File: config.mk
export PLATFORM = sky130hd
export DESIGN_NAME = conv_seq_ctrl
export DESIGN_NICKNAME = d
export VERILOG_FILES = /design/src/rtl/conv_seq_ctrl.sv
export SDC_FILE = /design/constraint.sdc
export NUM_CORES = 1
export LEC_CHECK = 0
export ABC_AREA = 1
export BUFFER_PORTS_ARGS = -buffer_cell sky130_fd_sc_hd__buf_2
export CAP_MARGIN = 10
export CORE_MARGIN = 10
export CORE_UTILIZATION = 54
export DETAILED_ROUTE_END_ITERATION = 10
export PLACE_DENSITY = 0.8
export SLEW_MARGIN = 0
export SYNTH_ARGS = -nofsm -noshare
export SYNTH_HDL_FRONTEND = slang
export SYNTH_SLANG_ARGS = --single-unit
export TNS_END_PERCENT = 20
File: constraint.sdc
create_clock -name iCLK -period 2.01 [get_ports iCLK]
set_input_delay 0.201 -clock iCLK [delete_from_list [all_inputs] [get_ports iCLK]]
set_output_delay 0.201 -clock iCLK [all_outputs]
set_load 0.05 [all_outputs]
File: src/rtl/conv_seq_ctrl.sv
// Sequencing controller for a 3x3 streaming convolution: tracks pixel position,
// flags full/partial windows, aligns output valid to the pipeline and frames the image.
module conv_seq_ctrl #(
    parameter int IMG_W    = 640,
    parameter int IMG_H    = 480,
    parameter int PIPE_LAT = 2
) (
    input  logic        iCLK,
    input  logic        iRST,
    input  logic        iDVAL,
    input  logic        iFRAME_START,
    input  logic        iMODE,
    output logic        oLB_CLKEN,
    output logic        oVERTICAL,
    output logic        oWIN_VALID,
    output logic        oBORDER,
    output logic        oDVAL,
    output logic [10:0] oX,
    output logic [10:0] oY,
    output logic        oFRAME_DONE,
    output logic        oBUSY
);

    localparam int FW = (PIPE_LAT > 1) ? $clog2(PIPE_LAT) : 1;
    localparam logic [10:0]   X_LAST     = 11'(IMG_W - 1);
    localparam logic [10:0]   Y_LAST     = 11'(IMG_H - 1);
    localparam logic [FW-1:0] FLUSH_LAST = FW'(PIPE_LAT - 1);

    typedef enum logic [1:0] {IDLE, ACTIVE, FLUSH, DONE} state_t;

    state_t              state_q, state_d;
    logic [10:0]         x_q, x_d;
    logic [10:0]         y_q, y_d;
    logic                vert_q, vert_d;
    logic [PIPE_LAT-1:0] dly_q, dly_d;
    logic [FW-1:0]       flush_q, flush_d;
    logic                accept;
    logic                win;

    assign accept = (state_q == ACTIVE) && iDVAL;
    assign win    = accept && (x_q >= 11'd2) && (y_q >= 11'd2);

    always_comb begin
        state_d = state_q;
        x_d     = x_q;
        y_d     = y_q;
        vert_d  = vert_q;
        flush_d = flush_q;
        dly_d   = PIPE_LAT'({dly_q, win});

        // A frame start restarts from any state and wins over a coincident pixel.
        if (iFRAME_START) begin
            state_d = ACTIVE;
            x_d     = '0;
            y_d     = '0;
            vert_d  = iMODE;
            flush_d = '0;
            dly_d   = '0;
        end else begin
            case (state_q)
                ACTIVE: begin
                    if (iDVAL) begin
                        if (x_q == X_LAST) begin
                            x_d = '0;
                            if (y_q == Y_LAST) begin
                                y_d     = '0;
                                flush_d = '0;
                                state_d = FLUSH;
                            end else begin
                                y_d = y_q + 11'd1;
                            end
                        end else begin
                            x_d = x_q + 11'd1;
                        end
                    end
                end
                FLUSH: begin
                    if (flush_q == FLUSH_LAST) begin
                        state_d = DONE;
                    end else begin
                        flush_d = flush_q + FW'(1);
                    end
                end
                DONE:    state_d = IDLE;
                default: state_d = IDLE;
            endcase
        end
    end

    always_ff @(posedge iCLK) begin
        if (iRST) begin
            state_q <= IDLE;
            x_q     <= '0;
            y_q     <= '0;
            vert_q  <= 1'b1;
            flush_q <= '0;
            dly_q   <= '0;
        end else begin
            state_q <= state_d;
            x_q     <= x_d;
            y_q     <= y_d;
            vert_q  <= vert_d;
            flush_q <= flush_d;
            dly_q   <= dly_d;
        end
    end

    assign oLB_CLKEN   = accept;
    assign oWIN_VALID  = win;
    assign oBORDER     = accept && !win;
    assign oDVAL       = dly_q[PIPE_LAT-1];
    assign oVERTICAL   = vert_q;
    assign oX          = x_q;
    assign oY          = y_q;
    assign oFRAME_DONE = (state_q == DONE);
    assign oBUSY       = (state_q != IDLE);

endmodule

==> flow_metrics.tcl <==
set metrics [dict create \
    status "completed" \
    dp_cells 309 \
    cp_common_cell "inv_1" \
    p_clk_share_pct 30.6 \
    critPathLaunch "state_q[1]" \
    p_per_area_nw_per_um2 623.2 \
    vias_per_cell 5.064 \
    htree_num_levels 1 \
    internal_power_uw 852.3 \
    rsz0062_at_grt "no" \
    overflow 0 \
    startpoint_type "register" \
    synth_cells 243 \
    die_y_um 75.72 \
    final_cells 313 \
    period_share_pct 93.22 \
    synth.ff_latch_count 28 \
    tightestPinTransition_ps 407.1 \
    vias 1585 \
    wl_per_cell_um 12.28 \
    max_freq_mhz 533.7 \
    drt-initial-drc-count 115 \
    pin_count 34 \
    antenna_found_initial 0 \
    area_growth_pct 17.76 \
    holdPathStages 3 \
    cp.depth 7 \
    grt_max_degree 17 \
    worst-setup-path-type "reg -> out" \
    std_cell_rows 20 \
    synth_nets 256 \
    cts_buffers 3 \
    insertion_delay_ps 340 \
    finalNetCount 294 \
    synthFlopType "dfxtp_1" \
    critPathMaxFanout 10 \
    synth_warnings 0 \
    yosysUniqueCellTypes 30 \
    crit_buf_inv 4 \
    final_common_cell "nand2_1" \
    switching_share_pct 30.74 \
    pwr-share-comb_pct 22.1 \
    async_flop_share_pct 0 \
    gp_congestion 0.9126 \
    synth_edf_count 0 \
    layout_setup_ws_ps 136.2 \
    relSlewSlack_pct 72.65 \
    met1_usage_pct 17.69 \
    track_usage_pct 14.62 \
    grt_pass1_wl_um 6755 \
    holdPathEnd "oVERTICAL" \
    maxCapViolCount 0 \
    worst-r2r-setup-slack_ps 320 \
    layout_common_cells "nand2_1 (50), inv_1 (38), nor2_1 (36)" \
    layout_min_cycle_time_ps 1874 \
    core_area_um2 3003 \
    netlist_area_um2 1677 \
    grt.busiest_layer "met2" \
    antenna_left 0 \
    hold_start "iMODE" \
    fp.dieW_um 75.72 \
    wl_um 3844 \
    setup_violations 0 \
    drc_errors 0 \
    path_delay_family "buffers and inverters" \
    die-area_um2 5734 \
    arrival_ps 1670 \
    cts_root_buf "clkbuf_4" \
    critPathMaxStageDelay_ps 380 \
    grt_pass1_vias 1565 \
    cts_tree "yes" \
    maxSlewViolCount 0 \
    hold_path.class "in -> reg" \
    met2_usage_pct 25.21 \
    path_cells "inv_1, ha_2, nand2_2, clkinv_4, nand3_2, inv_1, clkbuf_4" \
    tns_ps 0 \
    cts.reportedPaths.clkPinSlew_ps 150 \
    slowest_stage "dfxtp_1" \
    synth.avg_cell_area_um2 6.900 \
    synth-seq-area-share_pct 33.43 \
    p_leak_nw 0.9686 \
    required_ps 1810 \
    rr_startpoint "state_q[1]" \
    regToRegEndpoint "oY[3]" \
    antenna_cells 0 \
    initial_core_util_pct 55.83 \
    post-route-util_pct 65.75 \
    drive_gt1_share_pct 24.64 \
    dp_slack_ps 333.3 \
    cts.path.max_buffers 2 \
    r2r_cells 11 \
    cts_hold_buf 0 \
    n_fill_cell 285 \
    place_hpwl_um 3036 \
    clkSinkCount 28 \
    power_frac_seq_pct 47.3 \
    met3_usage_pct 4.297 \
    p_switching_uw 378.2 \
    dr.pass1.iters 4 \
    hold_viol_final 0 \
    numPortBuffers 33 \
    crit_path_end_kind "output pin" \
    peakVddDrop_uv 438.9 \
    clock_skew_ps 9.602 \
]
-- through the flow --
step           cell area (µm²)  power (mW)  hold slack [ps]
2_1_floorplan             1680      0.8028            320.3
3_3_place_gp              1887      0.8532            398.0
3_5_place_dp              1887      0.8587            403.5
4_1_cts                   1939       1.234            58.01
5_1_grt                   1974       1.288            83.35
6_report                  1974       1.231            59.86
-- registers in the layout, summed over array words and instances, names as in the netlist --
| name | flops |
|---|---|
| oX | 11 |
| oY | 11 |
| dly_q | 2 |
| state_q | 2 |
| flush_q | 1 |
| oVERTICAL | 1 |
-- layout make-up --
cell class / count / area, µm² / share of cell area [%]
clock inverter: 1 / 30.03 / 1.521
clock buffer: 3 / 22.52 / 1.141
timing repair buffer: 33 / 173.9 / 8.809
sequential: 28 / 564.3 / 28.58
tap: 33 / 41.29 / 2.091
multi-input combinational: 171 / 972.2 / 49.24
inverter: 44 / 170.2 / 8.619
-- timing repair --
item                                    CTS  global route
gates resized for setup                   0            13
buffers inserted                          0             0
endpoints found under the setup margin    0             2
-- metal layers --
metal	up-vias	share of wire, %
met1	708	49
met2	33	44
met5	-	0
met3	4	6.1
li1	840	-
met4	0	1.1
-- worst min-delay path: cells and delay by family --
family                 cells  cell delay (ps)
buffers and inverters      1               70
AND/OR/NAND/NOR            2              100
-- power by group through the flow --
stage	combinational (mW)	clock [mW]	sequential (mW)
final	0.272	0.377	0.582
after global routing	0.304	0.399	0.584
after CTS	0.266	0.386	0.582
after detailed placement	0.265	0	0.594
after global placement	0.260	0	0.593
after floorplan	0.195	0	0.608
-- cells in the mapped netlist (2+ instances only) --
master / number / area share [%]
a21oi_1: 10 / 3.0
dfxtp_1: 28 / 33
ha_1: 8 / 6.0
inv_1: 38 / 8.5
inv_2: 4 / 0.90
nand2_1: 50 / 11
nand2_2: 4 / 1.5
nand2_4: 2 / 1.3
nand3_1: 18 / 5.4
nand3b_1: 3 / 1.3
nand4_1: 5 / 1.9
nor2_1: 37 / 8.3
nor2_2: 3 / 1.1
nor2_8: 2 / 2.4
nor3_1: 7 / 2.1
nor3_2: 3 / 1.8
nor4_1: 2 / 0.75
o21ai_0: 3 / 0.90
o21ai_1: 3 / 0.90
xnor2_1: 2 / 1.0
xor2_1: 2 / 1.0
-- logic make-up after synthesis --
logic type      after synthesis  synth area share [%]
compound gates               19                 6.119
xor+xnor                      4                 2.090
fa+ha+maj                     8                 5.970
buf+inv                      44                 10.00
flops                        28                 33.43
simple gates                140                 42.39
-- worst max-delay path by stage --
stage	to	slack, ps
CTS	oWIN_VALID	3
finish	oWIN_VALID	140
global route	oWIN_VALID	2
global placement	oBORDER	440
detailed placement	oY[3]	330
floorplan	oBORDER	50
No activity file was read; power rests on OpenSTA's default activity.
